--- src/rtl/face_level_selector_if.sv ---
// Audio-in / face-out bundle for face_level_selector.
// sw_override is present only when FACE_OVERRIDE_EN is defined.
interface face_level_selector_if #(
  parameter int SAMPLE_W = 16
);
  logic                       sample_valid;
  logic signed [SAMPLE_W-1:0] sample_data;
`ifdef FACE_OVERRIDE_EN
  logic [2:0]                 sw_override;
`endif
  logic [1:0]                 face_select;
  logic                       face_change;
  logic [SAMPLE_W-1:0]        level_peak;

`ifdef FACE_OVERRIDE_EN
  modport master (output sample_valid, output sample_data, output sw_override,
                  input face_select, input face_change, input level_peak);
  modport slave  (input sample_valid, input sample_data, input sw_override,
                  output face_select, output face_change, output level_peak);
`else
  modport master (output sample_valid, output sample_data,
                  input face_select, input face_change, input level_peak);
  modport slave  (input sample_valid, input sample_data,
                  output face_select, output face_change, output level_peak);
`endif
endinterface

--- src/rtl/face_level_selector.sv ---
// Windowed peak-amplitude tracker that picks one of four faces with hysteresis and hold time.
// Optional manual face override is compiled in with FACE_OVERRIDE_EN.
module face_level_selector #(
  parameter int SAMPLE_W    = 16,
  parameter int WINDOW_LEN  = 1024,
  parameter int HOLD_CYCLES = 12_500_000,
  parameter int THR1        = 2048,
  parameter int THR2        = 8192,
  parameter int THR3        = 20480,
  parameter int HYST        = 512
) (
  input  logic                 clk,
  input  logic                 reset_n,
  face_level_selector_if.slave bus
);

  localparam int CNT_W  = (WINDOW_LEN > 1) ? $clog2(WINDOW_LEN) : 1;
  localparam int HOLD_W = (HOLD_CYCLES > 1) ? $clog2(HOLD_CYCLES) : 1;

  localparam logic [CNT_W-1:0]    CNT_LAST  = CNT_W'(WINDOW_LEN - 1);
  localparam logic [HOLD_W-1:0]   HOLD_INIT = HOLD_W'(HOLD_CYCLES - 1);
  localparam logic [SAMPLE_W-1:0] MAX_POS   = {1'b0, {(SAMPLE_W-1){1'b1}}};
  localparam logic [SAMPLE_W-1:0] MOST_NEG  = {1'b1, {(SAMPLE_W-1){1'b0}}};

  localparam logic [SAMPLE_W-1:0] UP1 = SAMPLE_W'(THR1);
  localparam logic [SAMPLE_W-1:0] UP2 = SAMPLE_W'(THR2);
  localparam logic [SAMPLE_W-1:0] UP3 = SAMPLE_W'(THR3);
  localparam logic [SAMPLE_W-1:0] DN1 = SAMPLE_W'(THR1 - HYST);
  localparam logic [SAMPLE_W-1:0] DN2 = SAMPLE_W'(THR2 - HYST);
  localparam logic [SAMPLE_W-1:0] DN3 = SAMPLE_W'(THR3 - HYST);

  typedef enum logic {IDLE, HOLD} state_e;

  logic [SAMPLE_W-1:0] acc_q, level_peak_q;
  logic [CNT_W-1:0]    cnt_q;
  logic                win_done_q;
  logic [SAMPLE_W-1:0] abs_s, peak_s;
  logic [1:0]          up_s, target_s;

  state_e              state_q, state_d;
  logic [1:0]          face_q, face_d;
  logic                change_q, change_d;
  logic [HOLD_W-1:0]   hold_q, hold_d;
`ifdef FACE_OVERRIDE_EN
  logic                ovr_q;
`endif

  // The most negative sample has no positive twin, so it clamps to full scale.
  always_comb begin
    abs_s = $unsigned(bus.sample_data);
    if (bus.sample_data[SAMPLE_W-1]) begin
      if ($unsigned(bus.sample_data) == MOST_NEG) abs_s = MAX_POS;
      else                                       abs_s = $unsigned(-bus.sample_data);
    end
    peak_s = (abs_s > acc_q) ? abs_s : acc_q;
  end

  always_ff @(posedge clk or negedge reset_n) begin
    if (!reset_n) begin
      acc_q        <= '0;
      cnt_q        <= '0;
      level_peak_q <= '0;
      win_done_q   <= 1'b0;
    end else begin
      win_done_q <= 1'b0;
      if (bus.sample_valid) begin
        if (cnt_q == CNT_LAST) begin
          level_peak_q <= peak_s;
          acc_q        <= '0;
          cnt_q        <= '0;
          win_done_q   <= 1'b1;
        end else begin
          acc_q <= peak_s;
          cnt_q <= cnt_q + 1'b1;
        end
      end
    end
  end

  // Upward moves use the plain thresholds; downward moves go to the lowest face whose
  // lowered threshold the peak has fallen under, so 3->0 happens in one step.
  always_comb begin
    if      (level_peak_q >= UP3) up_s = 2'd3;
    else if (level_peak_q >= UP2) up_s = 2'd2;
    else if (level_peak_q >= UP1) up_s = 2'd1;
    else                          up_s = 2'd0;

    target_s = face_q;
    if (up_s > face_q)                              target_s = up_s;
    else if (face_q != 2'd0 && level_peak_q < DN1)  target_s = 2'd0;
    else if (face_q >= 2'd2 && level_peak_q < DN2)  target_s = 2'd1;
    else if (face_q == 2'd3 && level_peak_q < DN3)  target_s = 2'd2;
  end

  always_comb begin
    state_d  = state_q;
    face_d   = face_q;
    hold_d   = hold_q;
    change_d = 1'b0;
    case (state_q)
      IDLE: begin
        if (win_done_q && target_s != face_q) begin
          face_d   = target_s;
          change_d = 1'b1;
          hold_d   = HOLD_INIT;
          state_d  = HOLD;
        end
      end
      HOLD: begin
        if (hold_q == '0) state_d = IDLE;
        else              hold_d  = hold_q - 1'b1;
      end
      default: state_d = IDLE;
    endcase
`ifdef FACE_OVERRIDE_EN
    // Releasing the switch keeps the forced face and starts a fresh hold period.
    if (bus.sw_override[2]) begin
      face_d   = bus.sw_override[1:0];
      change_d = (bus.sw_override[1:0] != face_q);
      hold_d   = '0;
      state_d  = IDLE;
    end else if (ovr_q) begin
      face_d   = face_q;
      change_d = 1'b0;
      hold_d   = HOLD_INIT;
      state_d  = HOLD;
    end
`endif
  end

  always_ff @(posedge clk or negedge reset_n) begin
    if (!reset_n) begin
      state_q  <= IDLE;
      face_q   <= 2'd0;
      change_q <= 1'b0;
      hold_q   <= '0;
`ifdef FACE_OVERRIDE_EN
      ovr_q    <= 1'b0;
`endif
    end else begin
      state_q  <= state_d;
      face_q   <= face_d;
      change_q <= change_d;
      hold_q   <= hold_d;
`ifdef FACE_OVERRIDE_EN
      ovr_q    <= bus.sw_override[2];
`endif
    end
  end

  assign bus.face_select = face_q;
  assign bus.face_change = change_q;
  assign bus.level_peak  = level_peak_q;

endmodule

--- src/flat_wrapper.sv ---
// flat-port wrapper written by rule: the top's interface ports become plain ports
module face_level_selector_flat 
#(
  parameter int SAMPLE_W    = 16,
  parameter int WINDOW_LEN  = 1024,
  parameter int HOLD_CYCLES = 12_500_000,
  parameter int THR1        = 2048,
  parameter int THR2        = 8192,
  parameter int THR3        = 20480,
  parameter int HYST        = 512
)
  (clk, reset_n, bus_sample_valid, bus_sample_data, bus_face_select, bus_face_change, bus_level_peak);
  face_level_selector_if #(.SAMPLE_W(SAMPLE_W)) bus_i ();
  input  logic clk;
  input  logic reset_n;
  input wire logic [$bits(bus_i.sample_valid)-1:0] bus_sample_valid;
  input wire logic [$bits(bus_i.sample_data)-1:0] bus_sample_data;
  output wire logic [$bits(bus_i.face_select)-1:0] bus_face_select;
  output wire logic [$bits(bus_i.face_change)-1:0] bus_face_change;
  output wire logic [$bits(bus_i.level_peak)-1:0] bus_level_peak;
  assign bus_i.sample_valid = bus_sample_valid;
  assign bus_i.sample_data = bus_sample_data;
  assign bus_face_select = bus_i.face_select;
  assign bus_face_change = bus_i.face_change;
  assign bus_level_peak = bus_i.level_peak;
  face_level_selector #(.SAMPLE_W(SAMPLE_W), .WINDOW_LEN(WINDOW_LEN), .HOLD_CYCLES(HOLD_CYCLES), .THR1(THR1), .THR2(THR2), .THR3(THR3), .HYST(HYST)) u_core (.clk(clk), .reset_n(reset_n), .bus(bus_i));
endmodule
--- config.mk ---
export PLATFORM = sky130hd
export DESIGN_NAME = face_level_selector_flat
export DESIGN_NICKNAME = d
export VERILOG_FILES = /design/src/rtl/face_level_selector_if.sv /design/src/rtl/face_level_selector.sv /design/src/flat_wrapper.sv
export SDC_FILE = /design/constraint.sdc
export NUM_CORES = 1
export LEC_CHECK = 0
export BUFFER_PORTS_ARGS = -buffer_cell sky130_fd_sc_hd__buf_2
export CORE_ASPECT_RATIO = 1.2
export CORE_UTILIZATION = 65
export CTS_CLUSTER_SIZE = 20
export DETAILED_ROUTE_END_ITERATION = 16
export PLACE_DENSITY_LB_ADDON = 0.25
export SLEW_MARGIN = 20
export SYNTH_ARGS = -nofsm -noshare
export SYNTH_HDL_FRONTEND = slang
export SYNTH_SLANG_ARGS = --single-unit
--- constraint.sdc ---
create_clock -name clk -period 7.8 [get_ports clk]
set_input_delay 0 -clock clk [delete_from_list [all_inputs] [get_ports clk]]
set_output_delay 0 -clock clk [all_outputs]
set_load 0.03 [all_outputs]
## Yosys cells after proc, flatten, opt, wreduce, memory -nomap -nowiden

Index checks and enable logic that the tools add are counted.

| word-level totals | value |
|---|---|
| bits of input ports | 19 |
| logic and storage cells | 57 |
| bits in registers | 71 |
| output and inout port bits | 19 |

| operators by class | value |
|---|---|
| $lt $le $gt $ge | 9 |
| multiplexer cells | 21 |
| $add $sub $neg | 3 |
| bitwise logic cells | 1 |
| reduce and logical (&&, ||, !) cells | 9 |
| eq/ne operators | 6 |

Operator list:

| kind | count |
|---|---|
| 16-bit 2-to-1 mux | 4 |
| 24-bit 2-to-1 mux | 2 |
| 24-bit case mux with 2 select lines | 1 |
| 24-bit zero test | 1 |
| 24-bit by 1-bit subtractor with 24-bit output (second input constant) | 1 |
| 16-bit == test (second input constant) | 1 |
| 16-bit by 12-bit greater-or-equal comparator with 1-bit output (second input constant) | 1 |
| 16-bit by 14-bit greater-or-equal comparator with 1-bit output (second input constant) | 1 |
| 16-bit by 15-bit greater-or-equal comparator with 1-bit output (second input constant) | 1 |
| 16-bit > comparator | 1 |
| 16-bit by 11-bit < comparator with 1-bit output (second input constant) | 1 |
| 16-bit by 13-bit < comparator with 1-bit output (second input constant) | 1 |
| 16-bit by 15-bit < comparator with 1-bit output (second input constant) | 1 |
| 16-bit negator | 1 |
| 2-bit 2-to-1 mux | 6 |
| 10-bit by 1-bit adder with 10-bit output (second input constant) | 1 |
| 10-bit == test (second input constant) | 1 |
| 10-bit 2-to-1 mux | 1 |
| 1-bit 2-to-1 mux | 6 |
| 2-bit AND reduction | 3 |
| 1-bit logical AND | 4 |
| 2-bit == test (second input constant) | 1 |
| 2-bit greater-or-equal comparator (second input constant) | 1 |
| 2-bit > comparator | 1 |
| 6 further kinds | 6 |

## Logic depth before layout (Yosys ltp)

Gate-level depths: netlist of the first run.

| depth | value |
|---|---|
| word-level depth | 10 |
| mapped depth | 19 |

## Least setup slack after synthesis of the first run

OpenSTA, ideal clock, no wires.

| path | value |
|---|---|
| path kind | input-to-reg |
| start | input bus_sample_data[0] |
| end | register u_core.level_peak_q[10], in the netlist u_core.bus.level_peak[10] |
| arrival time | 3.623 ns |
| slack | 4.043 ns |
| cell stages on the path | 15 |
| buffers on the path | 3 |
| cell sequence | inv_1 > ha_1 > or3b_2 > clkbuf_1 > or3_1 > o21a_1 > mux2_2 > ha_1 > nand4_1 > a2111o_1 > a31oi_1 > buf_1 > buf_1 > mux2i_1 > o21ai_0 |

| between the ends | value |
|---|---|
| longest elaborated chain between the ends | 5 |

Ends and longest elaborated chain:

| element | line | text |
|---|---|---|
| from (decl) | flat_wrapper.sv:17 | `input wire logic [$bits(bus_i.sample_data)-1:0] bus_sample_data;` |
| 16-bit negator or 16-bit == test (tied branches) | face_level_selector.sv:53, face_level_selector.sv:52 |  |
| 16-bit 2-to-1 mux | face_level_selector.sv:52 | `if ($unsigned(bus.sample_data) == MOST_NEG) abs_s = MAX_POS;` |
| 16-bit 2-to-1 mux * | face_level_selector.sv:51 | `if (bus.sample_data[SAMPLE_W-1]) begin` |
| 16-bit > comparator | face_level_selector.sv:55 | `peak_s = (abs_s > acc_q) ? abs_s : acc_q;` |
| 16-bit 2-to-1 mux * | face_level_selector.sv:55 |  |
| to (signal assigned) | face_level_selector.sv:68 | `level_peak_q <= peak_s;` |
| to (decl) | face_level_selector.sv:34 | `logic [SAMPLE_W-1:0] acc_q, level_peak_q;` |

Mark *: on every way between the ends. The rest lies on a longest branch, timed or not.
A chain may end at the register's enable or synchronous reset.

## Worst setup path after layout of the first run

| path | value |
|---|---|
| start | input bus_sample_data[0] |
| end | register u_core.acc_q[6] |

| between the ends | value |
|---|---|
| longest elaborated chain between the ends | 6 |

Ends and longest elaborated chain:

| element | line | text |
|---|---|---|
| 16-bit negator or 16-bit == test (tied branches) | face_level_selector.sv:53, face_level_selector.sv:52 |  |
| 16-bit 2-to-1 mux | face_level_selector.sv:52 |  |
| 16-bit 2-to-1 mux * | face_level_selector.sv:51 |  |
| 16-bit > comparator | face_level_selector.sv:55 |  |
| 16-bit 2-to-1 mux * | face_level_selector.sv:55 |  |
| 16-bit 2-to-1 mux * | face_level_selector.sv:67 | `if (cnt_q == CNT_LAST) begin` |
| to (signal assigned) | face_level_selector.sv:73 | `acc_q <= peak_s;` |
| to (decl) | face_level_selector.sv:34 |  |

Marked as above.

==> metrics.cfg, run 1 <==
[run_status]
status = finished clean

[power_and_ir_drop]
combPwrFrac_pct = 27.3
pwr-share-seq_pct = 44.7
powerDensity_nw_per_um2 = 218
intPower_uw = 705
clkPwrFrac_pct = 28.0
power.leakage_nw = 2.31
irDropWorstVdd_v = 0.000157
power.share.switching_pct = 31.3
total_power_mw = 1.03
switchingPower_uw = 321

[critical_path]
critical_path_class = input pin to register
cp_data_required_time_ns = 8.08
crit_path_end_kind = register
critPathMaxFanout = 18
arrival_ns = 3.97
startpoint_type = input pin

[sta]
post-route-period-util_pct = 47.2
rsz0062_at_grt = no
drv_slew = 0
setup_viol = 0
hold_violations = 0
fmax_mhz = 271
tns_ns = 0
finClkSkew_ns = 0.00796
relSlewSlack_pct = 40.7
fin_crit_ns = 3.69
worst_slew_pin_slew_ns = 0.890

[floorplan]
coreArea_um2 = 6170
start_util_pct = 69.1
die_h_um = 90.7
boundaryPins = 38
die_w_um = 75.9
die_area_um2 = 6890
rows = 31

[cells_and_area]
multiInputGateArea_um2 = 2300
antenna_cells = 0
fillers = 425
syn_to_final_growth_pct = 10.6
post_route_cells_drive_above_1_share_pct = 12.4
final_nets = 537
regArea_um2 = 1780

[synthesis]
seq_area_frac_synth_pct = 41.7
synth_warnings = 0
ys_ff_latch = 71
dominantRegCellSynth = dfrtp_1
synth.distinct_cells = 52
yosysTopAreaCellShare_pct = 41.7
synth-async-reset-ratio_pct = 100
synth-edff-count = 0
synth_area_um2 = 4260
avgSynthCellArea_um2 = 9.20
synthCells = 463
synthesis.nets = 503
synth.top_cells.by_area = dfrtp_1 42%, ha_1 6.2%, mux2i_1 4.9%
yosysTopAreaCell = dfrtp_1

[global_route]
grt_pass1_vias = 3494
grt-ovfl-total = 0
grt_max_degree = 72
track_usage_pct = 28.1
grt_pass1_wl_um = 15800
antenna_found_initial = 0

[clocking]
cts_resized = 0
root_buffer = clkbuf_8
numCtsBuffers = 9
htreeDepth = 3
cts_tree = built
clk_pin_slew_worst_paths_ns = 0.07
clkLatencyLatePin_ns = 0.35
cts_setup_buffers = 0
cts_max_path_buffers = 2
clock-sinks = 71

[routing]
wl_um = 9010
drt-wirelength-per-cell_um = 15.5
drtAntennaViolNets = 0
dr.first_iter.drc_count = 168
num_vias = 3625
drc_errors = 0
via_per_inst = 6.24
drtPass1Iterations = 5

[hold_path]
hold_path.class = input pin to register

[placed_design]
post-dp-hpwl_um = 6490
routabilityCongestion = 0.977
portBuffers = 37

[run]
drv_cap = 0

## power by group through the flow
stage	Combinational, mW	Sequential, mW	Clock [mW]
2_1_floorplan	0.212	0.452	0
3_3_place_gp	0.267	0.462	0
3_5_place_dp	0.278	0.462	0
4_1_cts	0.277	0.458	0.288
5_1_grt	0.312	0.465	0.306
6_report	0.280	0.459	0.287
## routing by layer
| metal | vias up | track usage (%) | wire (um) |
|---|---|---|---|
| met5 | - | 0 | 0 |
| met4 | 0 | 11.1 | 202 |
| met3 | 23 | 4.14 | 277 |
| met2 | 85 | 50.3 | 4580 |
| met1 | 1761 | 34.0 | 3950 |
| li1 | 1756 | - | - |
## cell usage after synthesis, types with 10 or more instances
cell type,n
xor2_1,11
o21ai_0,34
inv_1,33
ha_1,21
nor3_1,13
nand2_1,47
dfrtp_1,71
nor2_1,23
clkbuf_1,14
a21oi_1,19
nand3_1,10
mux2i_1,21
a22o_1,20
xnor2_1,10
## final cells by class
| cell class | instances | share of cell area (%) |
|---|---|---|
| clock buffers | 12 | 3.29 |
| clock inverters | 1 | 0.637 |
| inverters | 33 | 2.63 |
| multi-input cells | 341 | 48.9 |
| flip-flops and latches | 71 | 37.7 |
| well taps | 82 | 2.18 |
| repair buffers | 41 | 4.67 |
## logic make-up after synthesis
kind of cell | synth area share (%)
flops | 41.7
buf+inv | 4.55
compound gates | 19.6
fa+ha+maj | 6.17
mux | 5.46
xor+xnor | 4.32
simple gates | 18.2
## registers in the layout, indices dropped and copies added, names as in the netlist
name / cells
u_core.hold_q: 24
u_core.acc_q: 16
u_core.bus.level_peak: 16
u_core.cnt_q: 10
u_core.bus.face_select: 2
u_core.bus.face_change: 1
u_core.state_q: 1
u_core.win_done_q: 1
## worst max-delay path, stage by stage
cell	delay, ns
buf_2	0.11
inv_1	0.07
ha_1	0.16
or3b_2	0.51
or3_1	0.42
o311ai_0	0.34
o21a_1	0.26
ha_1	0.17
nand4_1	0.16
a2111o_1	0.39
a31oi_2	0.18
buf_4	0.32
nor2b_2	0.62
a22o_1	0.23
## repair_timing
item | CTS | global route
setup endpoints to repair | 0 | 0
hold buffers | 2 | 0
hold endpoints to repair | 74 | 0
## stage by stage
step	worst slack (ns)	utilization [%]	cells	hold WS (ns)	instance area, um^2
floorplan	4.04	-	463	-0.296	4260
global placement	3.64	73.0	566	0.249	4500
detailed placement	3.46	73.0	566	0.261	4500
CTS	3.81	76.3	581	0.0603	4710
global route	3.76	76.4	581	0.0968	4710
finish	4.11	76.4	581	0.0662	4710
## placed cells by master, fill, tap and decap left out, types with 3 or more instances in the layout
cell | synthesis | layout
a21oi_1 | 19 | 19
a22o_1 | 20 | 20
a22oi_1 | 3 | 3
a2bb2oi_1 | 7 | 7
a31oi_1 | 8 | 7
and3_1 | 6 | 6
buf_2 | 2 | 37
clkbuf_8 | 0 | 11
dfrtp_1 | 71 | 71
ha_1 | 21 | 21
inv_1 | 33 | 33
mux2i_1 | 21 | 21
nand2_1 | 47 | 47
nand2b_1 | 5 | 5
nand3_1 | 10 | 10
nand4_1 | 9 | 9
nor2_1 | 23 | 23
nor2b_1 | 8 | 7
nor3_1 | 13 | 13
nor4_1 | 5 | 5
o21a_1 | 4 | 4
o21ai_0 | 34 | 34
o21ai_1 | 7 | 6
o31ai_1 | 6 | 6
or3_1 | 7 | 7
or4_4 | 3 | 3
xnor2_1 | 10 | 10
xor2_1 | 11 | 11
## worst paths after layout
kind | cells past startpoint | to | startpoint | slack [ns]
worst max-delay path | 14 | u_core.acc_q[6]$_DFFE_PN0P_ | bus_sample_data[0] | 4.11
worst min-delay path | 4 | u_core.acc_q[0]$_DFFE_PN0P_ | bus_sample_data[0] | 0.07
worst max register to register | 6 | u_core.hold_q[0]$_DFFE_PN0P_ | u_core.hold_q[4]$_DFFE_PN0P_ | 4.40
worst min register to register | 2 | u_core.bus.level_peak[7]$_DFFE_PN0P_ | u_core.bus.level_peak[7]$_DFFE_PN0P_ | 0.48
max in group asynchronous | 3 | u_core.hold_q[12]$_DFFE_PN0P_ | reset_n | 6.83
min in group asynchronous | 3 | u_core.hold_q[20]$_DFFE_PN0P_ | reset_n | 0.37
Power figures use the tool's default switching activity.
==> inputs of run 2 (changes only) <==
--- a/config.mk
+++ b/config.mk
@@ -7,7 +7,7 @@
 export LEC_CHECK = 0
 export BUFFER_PORTS_ARGS = -buffer_cell sky130_fd_sc_hd__buf_2
 export CORE_ASPECT_RATIO = 1.2
-export CORE_UTILIZATION = 65
+export CORE_UTILIZATION = 60
 export CTS_CLUSTER_SIZE = 20
 export DETAILED_ROUTE_END_ITERATION = 16
 export PLACE_DENSITY_LB_ADDON = 0.25
==> constraint.sdc (replaced) <==
create_clock -name clk -period 3.8 [get_ports clk]
set_input_delay 0 -clock clk [delete_from_list [all_inputs] [get_ports clk]]
set_output_delay 0 -clock clk [all_outputs]
set_load 0.03 [all_outputs]
==> metrics.cfg, run 2 (synthesis gave the netlist of run 1 again) <==
[cells_and_area]
antenna_cells = 0
syn_to_final_growth_pct = 14.5
top_register = u_core.hold_q
stdcell_count = 611
mostFrequentLayoutCell = dfrtp_1
largest_reg_flops = 24
final_nets = 559
post_route_cells_drive_above_1_share_pct = 16.8
finalInstanceArea_um2 = 4880
layout_common_cells = 71 x dfrtp_1, 47 x nand2_1, 37 x buf_2

[sta]
setup_viol = 0
drv_slew = 0
post-route-period-util_pct = 88.2
fin_crit_ns = 3.35
fmax_mhz = 298
hold_violations = 0
rsz0062_at_grt = no
finClkSkew_ns = 0.0156
worst_slew_pin_slew_ns = 0.833
relSlewSlack_pct = 44.5

[clocking]
clkLatencyLatePin_ns = 0.35
clk_pin_slew_worst_paths_ns = 0.07
numCtsBuffers = 9
cts_setup_buffers = 0
cts_max_path_buffers = 2
root_buffer = clkbuf_8
htreeDepth = 3
cts_tree = built
clock-sinks = 71

[power_and_ir_drop]
power.leakage_nw = 2.41
irDropWorstVdd_v = 0.000223
total_power_mw = 2.10
pwr-share-seq_pct = 45.1
combPwrFrac_pct = 28.4
intPower_mw = 1.40
power.share.switching_pct = 33.4
clkPwrFrac_pct = 26.5
powerDensity_nw_per_um2 = 430
switchingPower_uw = 701

[routing]
drc_errors = 0
wl_um = 9230
drtPass1Iterations = 4
drtAntennaViolNets = 0
dr.first_iter.drc_count = 240
via_per_inst = 6.00
drt-wirelength-per-cell_um = 15.1
num_vias = 3664

[floorplan]
die_w_um = 78.9
coreArea_um2 = 6850
start_util_pct = 62.2
rows = 33
boundaryPins = 38
die_area_um2 = 7450
die_h_um = 94.3

[hold_path]
holdPathStages = 4
min_from = bus_sample_data[6]
hold_path.class = input pin to register
min_to = u_core.acc_q[6]$_DFFE_PN0P_

[placed_design]
place_inst = 593
portBuffers = 37
post-dp-hpwl_um = 6800
routabilityCongestion = 0.862
place_area_um2 = 4670

[critical_path]
startpoint_type = input pin
worstReg2RegEnd = u_core.hold_q[8]$_DFFE_PN0P_
cp_data_required_time_ns = 4.08
critical_path_class = input pin to register
crit_path_end_kind = register
startpoint = bus_sample_data[0]
arrival_ns = 3.63
critPathMaxFanout = 16
rrSetupSlack_ns = 0.67
r2r_cells = 7
rr_startpoint = u_core.hold_q[18]$_DFFE_PN0P_

[global_route]
antenna_found_initial = 0
track_usage_pct = 26.4
grt_max_degree = 40
grt_pass1_wl_um = 15500
grt_pass1_vias = 3403
grt-ovfl-total = 0

[run_status]
status = finished clean

[run]
drv_cap = 0

run 2: worst max-delay path, stage by stage:
cell,delay [ns]
buf_2,0.11
inv_1,0.07
ha_1,0.16
or3b_2,0.49
or3_1,0.38
o21a_1,0.18
mux2_2,0.28
ha_1,0.29
nand4_1,0.18
a2111o_1,0.40
a31oi_2,0.27
nor2b_2,0.59
a22o_1,0.22
run 2: timing repair:
action,CTS,global route
hold buffers,2,0
endpoints found under the setup margin,0,16
resized for setup,0,1
hold endpoints to repair,41,0
run 2: how the worst max path moves through the flow:
stage / to / slack (ns) / cells past startpoint
after floorplan: u_core.bus.level_peak[10]$_DFFE_PN0P_ / 0.04 / 15
after global placement: u_core.acc_q[9]$_DFFE_PN0P_ / 0.05 / 13
after detailed placement: u_core.acc_q[4]$_DFFE_PN0P_ / -0.17 / 13
after CTS: u_core.acc_q[2]$_DFFE_PN0P_ / 0.19 / 13
after global routing: u_core.acc_q[2]$_DFFE_PN0P_ / 0.21 / 13
final: u_core.acc_q[8]$_DFFE_PN0P_ / 0.45 / 13
run 2: per-stage QoR:
step | setup WS [ns] | utilization (%) | hold WS, ns | TNS, ns
floorplan | 0.0432 | - | -0.296 | 0
global placement | 0.0458 | 68.2 | 0.146 | 0
detailed placement | -0.165 | 68.2 | 0.159 | -2.52
CTS | 0.188 | 71.1 | 0.0893 | 0
global route | 0.205 | 71.2 | 0.150 | 0
finish | 0.448 | 71.2 | 0.113 | 0
run 2: area by class of cell:
| cell class | instances | area [um^2] |
|---|---|---|
| Timing Repair Buffer | 63 | 385 |
| Tap cell | 87 | 109 |
| Inverter | 33 | 124 |
| Multi-Input combinational cell | 341 | 2300 |
| Clock buffer | 10 | 138 |
| Fill cell | 545 | 1970 |
| Clock inverter | 6 | 43.8 |
| Sequential cell | 71 | 1780 |
run 2: power groups by stage:
stage | Sequential (mW) | Combinational [mW] | Clock [mW]
finish | 0.945 | 0.596 | 0.556
global route | 0.955 | 0.670 | 0.594
CTS | 0.942 | 0.596 | 0.561
detailed placement | 0.952 | 0.593 | 0
global placement | 0.950 | 0.565 | 0
floorplan | 0.927 | 0.435 | 0
run 2: routing by layer:
metal / track usage [%] / wire length, um / up-vias
li1: - / - / 1801
met1: 33.0 / 4090 / 1783
met2: 46.8 / 4750 / 64
met3: 3.59 / 226 / 16
met4: 9.09 / 161 / 0
met5: 0 / 0 / -
==> inputs of run 3 (changes only) <==
--- a/config.mk
+++ b/config.mk
@@ -10,7 +10,7 @@
 export CORE_UTILIZATION = 60
 export CTS_CLUSTER_SIZE = 20
 export DETAILED_ROUTE_END_ITERATION = 16
-export PLACE_DENSITY_LB_ADDON = 0.25
+export PLACE_DENSITY = 0.77
 export SLEW_MARGIN = 20
 export SYNTH_ARGS = -nofsm -noshare
 export SYNTH_HDL_FRONTEND = slang
==> metrics.cfg, run 3 (synthesis gave the netlist of run 1 again) <==
[global_route]
grt_pass1_wl_um = 16300
grt_max_degree = 41
antenna_found_initial = 0
grt_pass1_vias = 3631
track_usage_pct = 27.8
grt-ovfl-total = 0

[sta]
rsz0062_at_grt = no
relSlewSlack_pct = 39.9
worst_slew_pin_slew_ns = 0.901
fmax_mhz = 296
hold_violations = 0
post-route-period-util_pct = 88.8
setup_viol = 0
fin_crit_ns = 3.38
finClkSkew_ns = 0.0135
tns_ns = 0
drv_slew = 0

[critical_path]
crit_slowest_cell = or3b_2
critPathMaxFanout = 17
cp_data_required_time_ns = 4.03
arrival_ns = 3.61
crit_path_end_kind = register
cp_top_family = simple AND/OR/NAND/NOR gates
rrSetupSlack_ns = 0.76
crit_chain = buf_2 > inv_1 > ha_1 > or3b_2 > or3_1 > o21a_1 > mux2_2 > ha_1 > nand4_1 > buf_4 > nor2_1 > a221oi_1 > a31oi_2 > buf_4 > o21ai_1 > buf_4 > a22o_1
max_stage_delay_ns = 0.51
startpoint_type = input pin
critical_path_class = input pin to register
cp_num_buf_inv = 5
crit_top_cell = buf_4

[cells_and_area]
fillers = 540
syn_to_final_growth_pct = 14.4
layout_common_cells = 71 x dfrtp_1, 47 x nand2_1, 37 x buf_2
largest_reg_flops = 24
antenna_cells = 0
final_nets = 557
stdcell_count = 609
mostFrequentLayoutCell = dfrtp_1
post_route_cells_drive_above_1_share_pct = 16.1
top_register = u_core.hold_q
regArea_um2 = 1780
multiInputGateArea_um2 = 2300

[floorplan]
rows = 33
coreArea_um2 = 6850
start_util_pct = 62.2
die_h_um = 94.3
die_w_um = 78.9
boundaryPins = 38
die_area_um2 = 7450

[hold_path]
hold_path.class = input pin to register

[placed_design]
post-dp-hpwl_um = 7090
portBuffers = 37
routabilityCongestion = 0.840
place_inst = 591

[run]
drv_cap = 0

[power_and_ir_drop]
intPower_mw = 1.44
irDropWorstVdd_v = 0.000361
power.leakage_nw = 2.40
clkPwrFrac_pct = 28.2
pwr-share-seq_pct = 44.1
combPwrFrac_pct = 27.7
switchingPower_uw = 705
power.share.switching_pct = 32.8
powerDensity_nw_per_um2 = 440

[clocking]
clk_pin_slew_worst_paths_ns = 0.08
root_buffer = clkbuf_8
clkLatencyLatePin_ns = 0.35
cts_setup_buffers = 0
htreeDepth = 3
cts_tree = built
clock-sinks = 71
cts_max_path_buffers = 2
numCtsBuffers = 9

[run_status]
status = finished clean

[routing]
via_per_inst = 6.04
wl_um = 9570
drtAntennaViolNets = 0
dr.first_iter.drc_count = 183
drtPass1Iterations = 4
num_vias = 3679
drc_errors = 0
drt-wirelength-per-cell_um = 15.7

run 3: worst paths after layout:
kind,start,endpoint,cells after the start
setup / recovery,bus_sample_data[1],u_core.acc_q[12]$_DFFE_PN0P_,17
hold reg to reg,u_core.bus.level_peak[8]$_DFFE_PN0P_,u_core.bus.level_peak[8]$_DFFE_PN0P_,2
min in group asynchronous,reset_n,u_core.hold_q[19]$_DFFE_PN0P_,2
hold / removal,bus_sample_data[3],u_core.acc_q[3]$_DFFE_PN0P_,4
max in group asynchronous,reset_n,u_core.acc_q[10]$_DFFE_PN0P_,3
setup reg to reg,u_core.hold_q[18]$_DFFE_PN0P_,u_core.hold_q[21]$_DFFE_PN0P_,7
run 3: power by group through the flow:
stage	logic, mW	clock network, mW	registers, mW
after CTS	0.599	0.616	0.944
after detailed placement	0.593	0	0.953
final	0.595	0.604	0.947
after floorplan	0.435	0	0.927
after global placement	0.563	0	0.947
after global routing	0.671	0.647	0.962
run 3: repair_timing:
item                                   4_1_cts  5_1_grt
hold buffers                                 2        0
endpoints found under the hold margin       42        0
setup endpoints to repair                    0        0
gates resized for setup                      0        0
run 3: routing by layer:
layer	track usage, %	part of all wire [%]
met3	4.66	2.9
met1	31.8	43
met4	10.9	2.3
met5	0	0
met2	51.4	52
run 3: area by class of cell:
cell class | instances | share of cell area, %
flip-flops and latches | 71 | 36.4
repair buffers | 61 | 7.59
well taps | 87 | 2.23
multi-input cells | 341 | 47.2
clock buffers | 10 | 2.62
clock inverters | 6 | 1.44
inverters | 33 | 2.54
run 3: stage by stage:
| step | hold slack [ns] | total power, mW | util (%) | worst slack (ns) | cell area (um^2) |
|---|---|---|---|---|---|
| after floorplan | -0.296 | 1.36 | - | 0.0432 | 4260 |
| after global placement | 0.163 | 1.51 | 67.9 | 0.0678 | 4660 |
| after detailed placement | 0.177 | 1.55 | 67.9 | -0.0892 | 4660 |
| after CTS | 0.0799 | 2.16 | 71.1 | 0.231 | 4870 |
| after global routing | 0.121 | 2.28 | 71.2 | 0.177 | 4880 |
| final | 0.0737 | 2.15 | 71.2 | 0.424 | 4880 |
run 3: tightest hold or removal path: cells and delay by family:
kind,cells,cell delay [ns]
AO/OA/AOI/OAI,1,0.13
XOR/XNOR,1,0.06
buffers and inverters,1,0.10
AND/OR/NAND/NOR,1,0.11
